--- config.mk ---
export PLATFORM = sky130hd
export DESIGN_NAME = id_issue_ctl
export DESIGN_NICKNAME = d
export VERILOG_FILES = /design/src/rtl/pipe_pkg.sv /design/src/rtl/id_main_decoder.sv /design/src/rtl/id_issue_ctl.sv
export SDC_FILE = /design/constraint.sdc
export NUM_CORES = 1
export LEC_CHECK = 0
export BUFFER_PORTS_ARGS = -buffer_cell sky130_fd_sc_hd__buf_2
export CORE_MARGIN = 2
export CORE_UTILIZATION = 42
export DETAILED_ROUTE_END_ITERATION = 10
export GPL_ROUTABILITY_DRIVEN = 0
export PLACE_DENSITY = 0.7
export SLEW_MARGIN = 10
export SYNTH_ARGS = -nofsm -noshare
export SYNTH_HDL_FRONTEND = slang
export SYNTH_SLANG_ARGS = --single-unit
export TNS_END_PERCENT = 30
--- constraint.sdc ---
create_clock -name clock -period 2.5 [get_ports clock]
set_clock_uncertainty 0.2 [all_clocks]
set_input_delay 0.25 -clock clock [delete_from_list [all_inputs] [get_ports clock]]
set_output_delay 0.25 -clock clock [all_outputs]
set_load 0.02 [all_outputs]
--- src/rtl/pipe_pkg.sv ---
// rtl/pipe_pkg.sv - shared pipeline opcodes, ALU op codes and control bundle bit positions
package pipe_pkg;

    localparam logic [6:0] OP_R      = 7'b0110011;
    localparam logic [6:0] OP_I_ALU  = 7'b0010011;
    localparam logic [6:0] OP_LOAD   = 7'b0000011;
    localparam logic [6:0] OP_STORE  = 7'b0100011;
    localparam logic [6:0] OP_BRANCH = 7'b1100011;

    localparam logic [1:0] ALUOP_ADD = 2'b00;
    localparam logic [1:0] ALUOP_BR  = 2'b01;
    localparam logic [1:0] ALUOP_R   = 2'b10;
    localparam logic [1:0] ALUOP_I   = 2'b11;

    localparam int WB_W = 2;
    localparam int M_W  = 3;
    localparam int EX_W = 4;

    // Bit positions inside each bundle; id_ex and ex_mem slice with the same names.
    localparam int WB_REGWRITE = 1;
    localparam int WB_MEMTOREG = 0;
    localparam int M_BRANCH    = 2;
    localparam int M_MEMREAD   = 1;
    localparam int M_MEMWRITE  = 0;
    localparam int EX_REGDST   = 3;
    localparam int EX_ALUOP_HI = 2;
    localparam int EX_ALUOP_LO = 1;
    localparam int EX_ALUSRC   = 0;

    typedef enum logic [1:0] {
        ST_RUN   = 2'd0,
        ST_STALL = 2'd1,
        ST_FLUSH = 2'd2
    } issue_state_t;

endpackage

--- src/rtl/id_main_decoder.sv ---
// rtl/id_main_decoder.sv - combinational opcode decode into wb/m/ex control bundles
module id_main_decoder
    import pipe_pkg::*;
(
    input  logic [31:0]     instr,
    output logic [WB_W-1:0] wb,
    output logic [M_W-1:0]  m,
    output logic [EX_W-1:0] ex,
    output logic            uses_rs2,
    output logic            illegal
);

    always_comb begin
        wb       = '0;
        m        = '0;
        ex       = '0;
        uses_rs2 = 1'b0;
        illegal  = 1'b0;
        case (instr[6:0])
            OP_R: begin
                wb[WB_REGWRITE]              = 1'b1;
                ex[EX_REGDST]                = 1'b1;
                ex[EX_ALUOP_HI:EX_ALUOP_LO]  = ALUOP_R;
                uses_rs2                     = 1'b1;
            end
            OP_I_ALU: begin
                wb[WB_REGWRITE]              = 1'b1;
                ex[EX_ALUOP_HI:EX_ALUOP_LO]  = ALUOP_I;
                ex[EX_ALUSRC]                = 1'b1;
            end
            OP_LOAD: begin
                wb[WB_REGWRITE]              = 1'b1;
                wb[WB_MEMTOREG]              = 1'b1;
                m[M_MEMREAD]                 = 1'b1;
                ex[EX_ALUOP_HI:EX_ALUOP_LO]  = ALUOP_ADD;
                ex[EX_ALUSRC]                = 1'b1;
            end
            OP_STORE: begin
                m[M_MEMWRITE]                = 1'b1;
                ex[EX_ALUOP_HI:EX_ALUOP_LO]  = ALUOP_ADD;
                ex[EX_ALUSRC]                = 1'b1;
                uses_rs2                     = 1'b1;
            end
            OP_BRANCH: begin
                m[M_BRANCH]                  = 1'b1;
                ex[EX_ALUOP_HI:EX_ALUOP_LO]  = ALUOP_BR;
                uses_rs2                     = 1'b1;
            end
            default: illegal = 1'b1;
        endcase
    end

endmodule

--- src/rtl/id_issue_ctl.sv ---
// rtl/id_issue_ctl.sv - ID-stage issue control: decode, load-use stall, branch squash, perf counters
module id_issue_ctl
    import pipe_pkg::*;
#(
    parameter int FLUSH_CYCLES = 1,
    parameter int CNT_W        = 16
) (
    input  logic             clock,
    input  logic             reset,
    input  logic [31:0]      instr,
    input  logic             if_id_valid,
    input  logic             ex_memread,
    input  logic [4:0]       ex_rd,
    input  logic             branch_taken,
    output logic [WB_W-1:0]  ctlwb_out,
    output logic [M_W-1:0]   ctlm_out,
    output logic [EX_W-1:0]  ctlex_out,
    output logic             pc_write,
    output logic             if_id_write,
    output logic             if_id_flush,
    output logic             ex_flush,
    output logic             illegal,
    output logic [CNT_W-1:0] stall_cnt,
    output logic [CNT_W-1:0] flush_cnt
);

    localparam int FW = (FLUSH_CYCLES < 1) ? 1 : $clog2(FLUSH_CYCLES + 1);

    issue_state_t    state;
    logic [FW-1:0]   flush_left;
    logic [WB_W-1:0] dec_wb;
    logic [M_W-1:0]  dec_m;
    logic [EX_W-1:0] dec_ex;
    logic            dec_uses_rs2;
    logic            dec_illegal;
    logic            hz;
    logic            issue;
    logic            stall_inc;

    id_main_decoder u_dec (
        .instr    (instr),
        .wb       (dec_wb),
        .m        (dec_m),
        .ex       (dec_ex),
        .uses_rs2 (dec_uses_rs2),
        .illegal  (dec_illegal)
    );

    // A bubble in IF/ID never stalls: it has no sources to protect.
    assign hz = if_id_valid && ex_memread && (ex_rd != 5'd0) &&
                ((ex_rd == instr[19:15]) || (dec_uses_rs2 && (ex_rd == instr[24:20])));

    assign stall_inc = (state == ST_RUN) && !branch_taken && hz;

    always_comb begin
        issue       = 1'b0;
        pc_write    = 1'b1;
        if_id_write = 1'b1;
        if_id_flush = 1'b0;
        ex_flush    = 1'b0;
        if (branch_taken) begin
            if_id_flush = 1'b1;
            ex_flush    = 1'b1;
        end else if (state == ST_FLUSH) begin
            if_id_flush = 1'b1;
        end else if (state == ST_STALL) begin
            issue = if_id_valid;
        end else if (hz) begin
            pc_write    = 1'b0;
            if_id_write = 1'b0;
        end else begin
            issue = if_id_valid;
        end
    end

    assign ctlwb_out = issue ? dec_wb : '0;
    assign ctlm_out  = issue ? dec_m  : '0;
    assign ctlex_out = issue ? dec_ex : '0;
    assign illegal   = issue && dec_illegal;

    always_ff @(posedge clock or posedge reset) begin
        if (reset) begin
            state      <= ST_RUN;
            flush_left <= '0;
            stall_cnt  <= '0;
            flush_cnt  <= '0;
        end else begin
            if (branch_taken) begin
                state      <= ST_FLUSH;
                flush_left <= FW'(FLUSH_CYCLES);
            end else begin
                case (state)
                    ST_RUN:   if (hz) state <= ST_STALL;
                    ST_STALL: state <= ST_RUN;
                    ST_FLUSH: begin
                        flush_left <= flush_left - FW'(1);
                        if (flush_left <= FW'(1)) state <= ST_RUN;
                    end
                    default:  state <= ST_RUN;
                endcase
            end
            if (stall_inc && (stall_cnt != '1)) stall_cnt <= stall_cnt + CNT_W'(1);
            if (branch_taken && (flush_cnt != '1)) flush_cnt <= flush_cnt + CNT_W'(1);
        end
    end

endmodule

==> reports/results.tsv <==
metric	value	unit
cp_max_fo	10	
clock_latency	0.28	ns
grt_use_total	0.171	
rsz0062_at_grt	false	
worst_ep_arrival_time	1.87	ns
drtIter0Drc	44	
p_sw	0.481	mW
switching_share	0.329	
period_minus_slack	2.32	ns
synth_top_family_by_area	simple AND/OR/NAND/NOR gates	
final_common_cell	buf_2	
relSlewSlack	0.611	
numCtsBuffers	5	
area_delta_synth_final	28.6	%
cts_num_sinks	34	
rr_worst_depth	7	
hp-class	in -> reg	
powerDensity	555	nW/um^2
hold_violations	0	
worst_pin_slew	0.578	ns
synth_cell_types	43	
dp_slack	0.144	ns
p_leak	1.34	nW
endpoint_kind	output pin	
num_antenna_cells	0	
placed_cells	338	
dr.pass1.iters	4	
ys_ff_latch	34	
p_int	0.981	mW
start_util	0.434	
layout_setup_ws	0.182	ns
clockBufferDepth	2	
share_comb_of_total_power	0.240	
hpwl	3320	um
synthesis.area	2050	um^2
synth-edff-count	0	
worstSetupPathType	in -> out	
synth_fa_ha_area_frac	0.0122	
ys_warn_count	0	
ant_nets	0	
max_cap_violations	0	
seq_area_frac_synth	0.415	
layout_common_cells	buf_2 (72), dfrtp_1 (34), xor2_1 (25)	
rrSetupSlack	0.33	ns
cts_root_buf	clkbuf_8	
synthesis.nets	241	
synth_ff_type	dfrtp_1	
drt_wl_total	4570	um
drc	0	
synthCells	197	
synth-xor-area-share	0.166	
grt_pass1_wl	7230	um
vias_per_cell	5.26	
synthArstFlopShare	1.00	
yosysTopAreaCell	dfrtp_1	
period_share	0.927	
worst_setup_path_start_kind	primary input	
worst-endpoint-required	2.05	ns
cts_tree	done	
ys_top_cells_by_area	dfrtp_1 (42%), xor2_1 (11%), xnor2_1 (5.1%)	
die_x	73.9	um
grt-ovfl-total	0	
r2r_end	stall_cnt[2]	
core_area	4720	um^2
fin_cells	348	
synth_compound_area_frac	0.0519	
first_global_vias	1632	
setup_viol	0	
fmax	0.431	GHz
num-nets-final	324	
clock_power_share	0.285	
drive_above_1_share	0.395	
grt_max_degree	35	
num_io_pins	88	
fin_util	0.558	
finalSetupTns	0	ns
grt_antenna_before_repair	0	
setup.worst_path.end	ctlex_out[2]	
vias	1832	
reg2reg_from	stall_cnt[1]	
routedWlPerCell	13.1	um
drv_slew	0	
dieArea	5450	um^2
status	finished, final reports clean	
peakVddDrop	0.509	mV
clk_pin_slew	0.07	ns
synth_top_area_frac	0.415	
h-tree-depth	2	
pwr-share-seq	0.475	
rows	25	
synthSimpleGateAreaFrac	0.297	
chipHeight	73.9	um
io_buffers	72	
syn_avg_cell_area	10.4	um^2
crit_start	branch_taken	
synth_mux_area_frac	0.0165	
cell usage after synthesis (3+ instances only):
cell type,n
nand2_1,9
dfrtp_1,34
and4_1,3
nor4_1,6
nand3_1,12
mux2_2,3
a21oi_1,4
nor4_2,6
nor4b_1,3
nand4b_1,3
inv_1,4
nand4_1,11
and3_1,8
nor3_1,4
or4_1,3
xnor2_1,12
nor2_1,11
buf_4,4
xor2_1,25
stage by stage:
step / power, mW / instance area, um^2 / hold WS [ns]
6_report: 1.46 / 2640 / 0.272
5_1_grt: 1.55 / 2640 / 0.282
4_1_cts: 1.48 / 2630 / 0.267
3_5_place_dp: 1.06 / 2510 / 0.171
3_3_place_gp: 1.05 / 2510 / 0.173
2_1_floorplan: 0.914 / 2050 / 0.192
power by group through the flow:
| stage | Combinational (mW) | Clock [mW] | Sequential, mW |
|---|---|---|---|
| after floorplan | 0.149 | 0 | 0.765 |
| after global placement | 0.343 | 0 | 0.703 |
| after detailed placement | 0.353 | 0 | 0.706 |
| after CTS | 0.356 | 0.432 | 0.696 |
| after global routing | 0.389 | 0.455 | 0.710 |
| final | 0.352 | 0.416 | 0.694 |
kinds of logic after synthesis:
| group | after synthesis |
|---|---|
| flip-flops | 34 |
| buffers and inverters | 14 |
| adder cells (fa/ha/maj) | 2 |
| AND/OR/NAND/NOR | 93 |
| multiplexers | 3 |
| XOR/XNOR | 38 |
| AO/OA/AOI/OAI | 13 |
cell type report:
type,count,area (um^2)
clock buffer,7,86.3
clock inverter,1,5.00
fill,439,2090
inverter,4,15.0
multi-input combinational,149,1120
sequential,34,851
tap,67,83.8
timing repair buffer,86,470
registers in the layout, indices dropped and copies added (netlist names):
name / count
stall_cnt: 16
state: 2
flush_cnt: 16
timing repair:
| action | CTS | global route |
|---|---|---|
| hold endpoints to repair | 35 | 0 |
| resized for setup | 0 | 2 |
| hold buffers | 2 | 0 |
| endpoints found under the setup margin | 0 | 5 |
| setup buffers | 0 | 0 |
per-layer routing:
layer / track usage / wire length (um)
met4: 0.0545 / 41
met5: 0 / 0
met3: 0.0412 / 291
met2: 0.287 / 2120
met1: 0.215 / 2120
worst min path at each step:
| stage | from | end | slack, ns | cells past startpoint |
|---|---|---|---|---|
| 5_1_grt | instr[15] | state[0] | 0.28 | 5 |
| 3_3_place_gp | reset | stall_cnt[5] | 0.17 | 3 |
| 2_1_floorplan | reset | flush_cnt[0] | 0.19 | 1 |
| 3_5_place_dp | reset | stall_cnt[5] | 0.17 | 3 |
| 4_1_cts | instr[15] | state[0] | 0.27 | 5 |
| 6_report | instr[15] | state[0] | 0.27 | 5 |
worst max-delay path, cell delays in order:
cell and delay [ns]:
dlygate4sd3_1 0.53, buf_2 0.19, a21oi_2 0.15, o311ai_2 0.11, buf_4 0.18, nor4b_1 0.24
buf_2 0.21
Note: power is estimated with default switching activity, not from simulation.
